**config.mk**
```make
export PLATFORM = sky130hd
export DESIGN_NAME = router_dest_reader
export DESIGN_NICKNAME = d
export VERILOG_FILES = /design/src/rtl/router_dest_reader.sv
export SDC_FILE = /design/constraint.sdc
export NUM_CORES = 1
export LEC_CHECK = 0
export ABC_AREA = 0
export BUFFER_PORTS_ARGS = -buffer_cell sky130_fd_sc_hd__buf_2
export CORE_AREA = 5 5 83 85
export DETAILED_ROUTE_END_ITERATION = 6
export DIE_AREA = 0 0 88 90
export PLACE_DENSITY = 0.67
export SLEW_MARGIN = 0
export SYNTH_ARGS = -nofsm -noshare
export SYNTH_HDL_FRONTEND = slang
export SYNTH_SLANG_ARGS = --single-unit
```
**constraint.sdc**
```tcl
create_clock -name clock -period 5.55 [get_ports clock]
set_input_delay 0.2775 -clock clock [delete_from_list [all_inputs] [get_ports clock]]
set_output_delay 0.2775 -clock clock [all_outputs]
set_load 0.02 [all_outputs]
```
**src/rtl/router_dest_reader.sv**
```systemverilog
// Destination-side reader for one router output port: drains one packet per
// vld_out episode from the output FIFO, checks its parity and keeps counts.
module router_dest_reader #(
    parameter int unsigned DATA_W    = 8,
    parameter int unsigned START_DLY = 0,
    parameter int unsigned CNT_W     = 8
) (
    input  logic              clock,
    input  logic              resetn,
    input  logic              vld_out,
    input  logic [DATA_W-1:0] data_out,
    input  logic              soft_reset,
    input  logic              rd_stall,
    output logic              read_enb,
    output logic              busy,
    output logic              pkt_done,
    output logic              pkt_err,
    output logic              pkt_abort,
    output logic [5:0]        pkt_len,
    output logic [CNT_W-1:0]  pkt_cnt,
    output logic [CNT_W-1:0]  err_cnt
);

    typedef enum logic [2:0] {
        IDLE,
        WAIT,
        HDR_REQ,
        HDR_CAP,
        BODY,
        DONE
    } state_t;

    localparam logic [4:0] DLY_LAST = (START_DLY > 0) ? 5'(START_DLY - 1) : 5'd0;

    state_t             state_q, state_d;
    logic [4:0]         dly_q, dly_d;
    logic [6:0]         req_left_q, req_left_d;
    logic [6:0]         cap_left_q, cap_left_d;
    logic [DATA_W-1:0]  acc_q, acc_d;
    logic               rd_q, rd_d;
    logic [5:0]         pkt_len_q, pkt_len_d;
    logic               pkt_err_q, pkt_err_d;
    logic [CNT_W-1:0]   pkt_cnt_q, pkt_cnt_d;
    logic [CNT_W-1:0]   err_cnt_q, err_cnt_d;

    always_ff @(posedge clock) begin
        if (!resetn) begin
            state_q    <= IDLE;
            dly_q      <= '0;
            req_left_q <= '0;
            cap_left_q <= '0;
            acc_q      <= '0;
            rd_q       <= 1'b0;
            pkt_len_q  <= '0;
            pkt_err_q  <= 1'b0;
            pkt_cnt_q  <= '0;
            err_cnt_q  <= '0;
        end else begin
            state_q    <= state_d;
            dly_q      <= dly_d;
            req_left_q <= req_left_d;
            cap_left_q <= cap_left_d;
            acc_q      <= acc_d;
            rd_q       <= rd_d;
            pkt_len_q  <= pkt_len_d;
            pkt_err_q  <= pkt_err_d;
            pkt_cnt_q  <= pkt_cnt_d;
            err_cnt_q  <= err_cnt_d;
        end
    end

    always_comb begin
        state_d    = state_q;
        dly_d      = dly_q;
        req_left_d = req_left_q;
        cap_left_d = cap_left_q;
        acc_d      = acc_q;
        rd_d       = 1'b0;
        pkt_len_d  = pkt_len_q;
        pkt_err_d  = pkt_err_q;
        pkt_cnt_d  = pkt_cnt_q;
        err_cnt_d  = err_cnt_q;
        read_enb   = 1'b0;
        pkt_done   = 1'b0;
        pkt_abort  = 1'b0;

        unique case (state_q)
            IDLE: begin
                dly_d = '0;
                if (vld_out && !soft_reset) begin
                    state_d = (START_DLY == 0) ? HDR_REQ : WAIT;
                end
            end
            WAIT: begin
                if (soft_reset || !vld_out) begin
                    state_d = IDLE;
                    dly_d   = '0;
                end else if (dly_q == DLY_LAST) begin
                    state_d = HDR_REQ;
                    dly_d   = '0;
                end else begin
                    dly_d = dly_q + 5'd1;
                end
            end
            HDR_REQ: begin
                read_enb = vld_out && !rd_stall;
                if (soft_reset) begin
                    state_d   = IDLE;
                    pkt_abort = 1'b1;
                end else if (read_enb) begin
                    state_d = HDR_CAP;
                end
            end
            HDR_CAP: begin
                if (soft_reset) begin
                    state_d   = IDLE;
                    pkt_abort = 1'b1;
                end else begin
                    pkt_len_d  = data_out[7:2];
                    acc_d      = data_out;
                    req_left_d = {1'b0, data_out[7:2]} + 7'd1;
                    cap_left_d = {1'b0, data_out[7:2]} + 7'd1;
                    state_d    = BODY;
                end
            end
            BODY: begin
                read_enb = (req_left_q != '0) && vld_out && !rd_stall;
                if (soft_reset) begin
                    // rd_d stays 0, so any read already in flight is dropped
                    state_d   = IDLE;
                    pkt_abort = 1'b1;
                end else begin
                    rd_d = read_enb;
                    if (read_enb) begin
                        req_left_d = req_left_q - 7'd1;
                    end
                    if (rd_q) begin
                        cap_left_d = cap_left_q - 7'd1;
                        if (cap_left_q > 7'd1) begin
                            acc_d = acc_q ^ data_out;
                        end else begin
                            pkt_err_d = (acc_q != data_out);
                            state_d   = DONE;
                        end
                    end
                end
            end
            DONE: begin
                pkt_done = 1'b1;
                if (pkt_err_q) begin
                    if (err_cnt_q != '1) err_cnt_d = err_cnt_q + CNT_W'(1);
                end else begin
                    if (pkt_cnt_q != '1) pkt_cnt_d = pkt_cnt_q + CNT_W'(1);
                end
                state_d = IDLE;
            end
            default: state_d = IDLE;
        endcase
    end

    assign busy    = (state_q != IDLE);
    assign pkt_err = pkt_err_q;
    assign pkt_len = pkt_len_q;
    assign pkt_cnt = pkt_cnt_q;
    assign err_cnt = err_cnt_q;

endmodule
```
# Yosys cells after proc, flatten, opt, wreduce, memory -nomap -nowiden
# Index checks and enable logic that the tools add are counted.
dict set report totals {
  register_bits 54
  inputBits 13
  output_inout_bits 27
  wordCells 94
}
dict set report op_classes {
  add_sub_neg 6
  magnitude_cmp 1
  n_eq_ne 18
  mux 29
  n_bitwise 6
  reduce_logical 24
}
# cell n
set ops {}
lappend ops {{2-to-1 mux 7 bit} 5}
lappend ops {{2-to-1 mux 8 bit} 4}
lappend ops {{case mux 7 bit (2 select lines)} 2}
lappend ops {{2-to-1 mux 3 bit} 9}
lappend ops {{adder 8 x 1 -> 8 bit (second input constant)} 2}
lappend ops {{!= test 8 bit (second input constant)} 2}
lappend ops {{case mux 8 bit (2 select lines)} 1}
lappend ops {{case mux 3 bit (5 select lines)} 1}
lappend ops {{subtractor 7 x 1 -> 7 bit (second input constant)} 2}
lappend ops {{!= test 2 bit (second input constant)} 6}
lappend ops {{!= test 3 bit (second input constant)} 4}
lappend ops {{AND reduction 4 bit} 3}
lappend ops {{2-to-1 mux 5 bit} 2}
lappend ops {{case mux 5 bit (2 select lines)} 1}
lappend ops {{AND reduction 5 bit} 2}
lappend ops {{!= test 8 bit} 1}
lappend ops {{XOR 8 bit} 1}
lappend ops {{adder 6 x 1 -> 7 bit (second input constant)} 1}
lappend ops {{> comparator 7 x 1 -> 1 bit (second input constant)} 1}
lappend ops {{nonzero test 7 bit} 1}
lappend ops {{equality test 3 x 2 -> 1 bit (second input constant)} 2}
lappend ops {{equality test 3 bit (second input constant)} 2}
lappend ops {{AND reduction 3 bit} 2}
lappend ops {{OR reduction 3 bit} 2}
lappend ops {{13 further kinds} 25}

# Logic depth before layout (Yosys ltp)
dict set report depth {
  ltp_word 6
  depth_mapped 8
  mapped_depth_nobuf 7
}

# Least setup slack after synthesis
# Ideal clock, no wire load.
dict set report synth_path {
  path_type {register to register}
  startpoint {reg state_q[1]}
  endpoint {reg acc_q[0]}
  arrival_ns 1.794
  path_slack_ns 3.682
  stages_incl_launch_ff 8
  n_path_buf 2
  period_less_slack_ns 1.868
  cell_sequence {dfxtp_1 -> or3b_1 -> buf_2 -> o21ai_4 -> o21ai_1 -> buf_4 -> or3b_1 -> a31oi_1}
}
dict set report synth_between {
  elab_chain_len 3
  elab_cells_between_ends 9
  cone_classes {6 x eq/ne; 1 x mux; 2 x reduce/logical}
}
# item line
set synth_lines {}
lappend synth_lines {{from (decl)} 35} ;# state_t state_q, state_d;
lappend synth_lines {{from (signal assigned)} 59} ;# state_q <= state_d;
lappend synth_lines {{equality test 3 bit or equality test 3 x 2 -> 1 bit (tied branches)} 87} ;# unique case (state_q)
lappend synth_lines {{!= test 2 bit (no source line) or nonzero test 2 bit (tied branches)} -}
lappend synth_lines {{AND reduction 5 bit (no source line)} -}
lappend synth_lines {{to (signal assigned)} 52} ;# acc_q <= '0;
lappend synth_lines {{to (signal assigned)} 63} ;# acc_q <= acc_d;
lappend synth_lines {{to (decl)} 39} ;# logic [DATA_W-1:0] acc_q, acc_d;
# Parallel ways exist; a longest one is shown, timed or not.
# A chain may end at the register's enable or synchronous reset.

# Worst setup path in the final report
dict set report layout_path {
  startpoint {reg state_q[2]}
  endpoint {reg acc_q[4]}
}
# Same word-level chain as after synthesis.

==> impl_metrics.csv <==
group,metric,value,unit
timing,maxSlewViolCount,0,
critical_path,reg2reg_slack,2930,ps
finish,areaGrowthSynthToFinish,10.9,%
timing,rsz0062_at_grt,"false",
critical_path,critPathRequiredTime,5800,ps
global_routing,top_usage_layer,"met2",
global_routing,grtUsageMet1,0.250,
critical_path,startpoint,"state_q[2]",
logic_synthesis,async_flop_share,0,
floorplanning,initial_core_util,0.481,
global_routing,global_route.usage.met2,0.263,
cts,clock-root-buffer,"clkbuf_8",
timing,fin_skew,12.5,ps
floorplanning,row_count,29,
timing,tightest_slew,879,ps
timing,clock.fmax,382,MHz
place,dpl.cell_count,467,
logic_synthesis,netlist_area,2950,um2
logic_synthesis,ys_ff_latch,54,
logic_synthesis,yosysSeqAreaShare,0.366,
timing,period_share,0.472,
floorplanning,dieHeight,90,um
timing,setup_viol,0,
cts,clock_sinks,54,
critical_path,arrival,2860,ps
cts,cts.path.max_buffers,2,
cts,worstSkewPairLatency,320,ps
floorplanning,chipWidth,88,um
critical_path,end_kind,"flip-flop",
critical_path,cp_slowest_stage_delay,480,ps
status,status,"finished, final reports clean",
critical_path,cp_slowest_cell,"dfxtp_1",
place,dp_hpwl,4710,um
drt,wl,6630,um
logic_synthesis,synth.distinct_cells,51,
critical_path,ff2ff_path_depth,6,
timing,slew_headroom,0.410,
logic_synthesis,synth_common_cells,"dfxtp_1, nor2_1, nand2_1, a21oi_1, o21ai_0",
cts,ctsResizeCount,0,
global_routing,grt_pass1_vias,2446,
logic_synthesis,netlist.area_leader.share,0.366,
global_routing,grt_first_pass_wirelength,11400,um
drt,drt-wirelength-per-cell,13.9,um
cts,numCtsBuffers,5,
floorplanning,coreArea,6130,um2
drt,ant_nets,0,
timing,finalHoldViolCount,0,
finish,n_antenna_cell,0,
run,timing.max_cap.violations,0,
place,gp_congestion,0.850,
critical_path,cp_max_fo,36,
critical_path,path_class,"reg2reg",
logic_synthesis,syn_area_per_cell,8.00,um2
cts,cts_hold_buf,0,
cts,cts_setup_buffers,0,
finish,finalNonFillerCells,475,
logic_synthesis,synthCells,369,
pwr,leakage,1.23,nW
timing,setup_tns,0,ps
logic_synthesis,synth_most_common_cell,"dfxtp_1",
global_routing,grt_max_degree,37,
logic_synthesis,synth_fp_nets,390,
critical_path,path_cells,"or3b_1 > buf_4 > o21ai_4 > o21ai_1 > or3b_1 > a31oi_1",
pwr,peakVddDrop,0.143,mV
logic_synthesis,synth_top_area_cell,"dfxtp_1",
place,port_buffers,39,
logic_synthesis,ys.flop_type,"dfxtp_1",
drt,firstDrtPassIters,4,
global_routing,antenna_found_initial,0,
critical_path,cp_common_cell,"or3b_1",
drt,via_count,2682,
global_routing,track_usage,0.174,
global_routing,use_met3,0.0311,
cts,htree_levels,2,
critical_path,r2r_end,"acc_q[4]",
drt,drt_iter0_markers,169,
cts,cts_tree,"done",
critical_path,r2r-start,"state_q[2]",
global_routing,overflow,0,
logic_synthesis,yosys_warnings,0,
drt,vias_per_cell,5.65,
critical_path,start_kind,"flip-flop",
critical_path,critPathCapture,"acc_q[4]",
floorplanning,die-area,7920,um2
floorplanning,io_pins,40,
logic_synthesis,synth-edff-count,0,
finish,layout.nets,418,
pwr,p_per_area,269,nW/um2
timing,min_period,2620,ps
cts,clk_pin_slew,100,ps
logic_synthesis,synth.area.top_cells,"dfxtp_1, nor2_1, a21oi_1",
drt,drc_errors,0,
finish,drive_gt1_frac,0.136,
worst_hold_path,hold_class,"in2reg",
placed cells by master (no fill, tap or decap), types with 3 or more instances in the layout:
| cell type | n |
|---|---|
| nor2_1 | 42 |
| o21ai_0 | 22 |
| buf_4 | 3 |
| dfxtp_1 | 54 |
| nand2b_1 | 6 |
| nand3b_1 | 4 |
| and3_1 | 3 |
| clkbuf_8 | 5 |
| a41oi_1 | 4 |
| nor2b_1 | 7 |
| nor3b_1 | 8 |
| a211oi_1 | 4 |
| xor2_1 | 14 |
| nand3_1 | 10 |
| nor4b_1 | 3 |
| ha_1 | 8 |
| nor3_1 | 9 |
| a22oi_1 | 5 |
| nand4_1 | 7 |
| nor4_1 | 4 |
| clkinv_4 | 3 |
| inv_1 | 8 |
| or3b_1 | 5 |
| mux2i_1 | 7 |
| a31oi_1 | 10 |
| nand2_1 | 37 |
| xnor2_1 | 9 |
| buf_2 | 39 |
| a21oi_1 | 28 |
state kept, by name, summed over array words and instances, names as in the netlist:
| name | flops |
|---|---|
| cap_left_q | 7 |
| pkt_len | 6 |
| state_q | 3 |
| req_left_q | 7 |
| rd_q | 1 |
| dly_q | 5 |
| pkt_err | 1 |
| acc_q | 8 |
| pkt_cnt | 8 |
| err_cnt | 8 |
area by class of cell:
cell class                      count  area [um2]
Tap cell                           77        96.3
Timing Repair Buffer               42         218
Multi-Input combinational cell    285        1750
Fill cell                         603        2860
Sequential cell                    54        1080
Inverter                            9        33.8
Clock buffer                        5        68.8
Clock inverter                      3        26.3
worst max-delay path: cells and delay by family, from the launching register on:
| family | cells | cell delay [ps] |
|---|---|---|
| AOI/OAI and AO/OA | 3 | 960 |
| buffers and inverters | 1 | 250 |
| DFF | 1 | 480 |
| and+or+nand+nor | 2 | 840 |
layer usage:
metal / vias to the layer above / wire [um]
met2: 60 / 2990
met4: 0 / 44
met1: 1239 / 3290
li1: 1379 / -
met5: - / 0
met3: 4 / 301
worst min-delay path by stage:
stage / from / endpoint / slack [ps] / depth (start not counted)
global route: data_out[5] / pkt_len[3] / 270 / 3
CTS: data_out[5] / pkt_len[3] / 260 / 3
floorplan: data_out[3] / pkt_len[1] / 410 / 2
finish: data_out[5] / pkt_len[3] / 280 / 3
global placement: pkt_len[4] / pkt_len[4] / 450 / 2
detailed placement: pkt_len[3] / pkt_len[3] / 450 / 2
stage by stage:
| step | total power, W | setup slack [ps] | hold slack [ps] | instance area, um2 | utilization |
|---|---|---|---|---|---|
| CTS | 0.000889 | 2950 | 261 | 3270 | 0.534 |
| global placement | 0.000653 | 3060 | 445 | 3180 | 0.518 |
| detailed placement | 0.000655 | 2970 | 447 | 3180 | 0.518 |
| global route | 0.000930 | 2700 | 273 | 3270 | 0.534 |
| floorplan | 0.000606 | 3680 | 414 | 2950 | - |
| finish | 0.000880 | 2930 | 279 | 3270 | 0.534 |
logic make-up after synthesis:
logic type | after synthesis | share of synthesized area
and+or+nand+nor | 159 | 0.282
AOI/OAI and AO/OA | 88 | 0.185
DFF | 54 | 0.366
buffers and inverters | 30 | 0.0407
xor gates and xnor gates | 23 | 0.0683
adders and majority gates | 8 | 0.0339
muxes | 7 | 0.0237
report_power, final:
group          internal [W]  switching (W)
clock             0.0000914       0.000140
sequential         0.000409      0.0000344
combinational     0.0000820       0.000123
total              0.000582       0.000298
(Power assumes the default switching activity.)
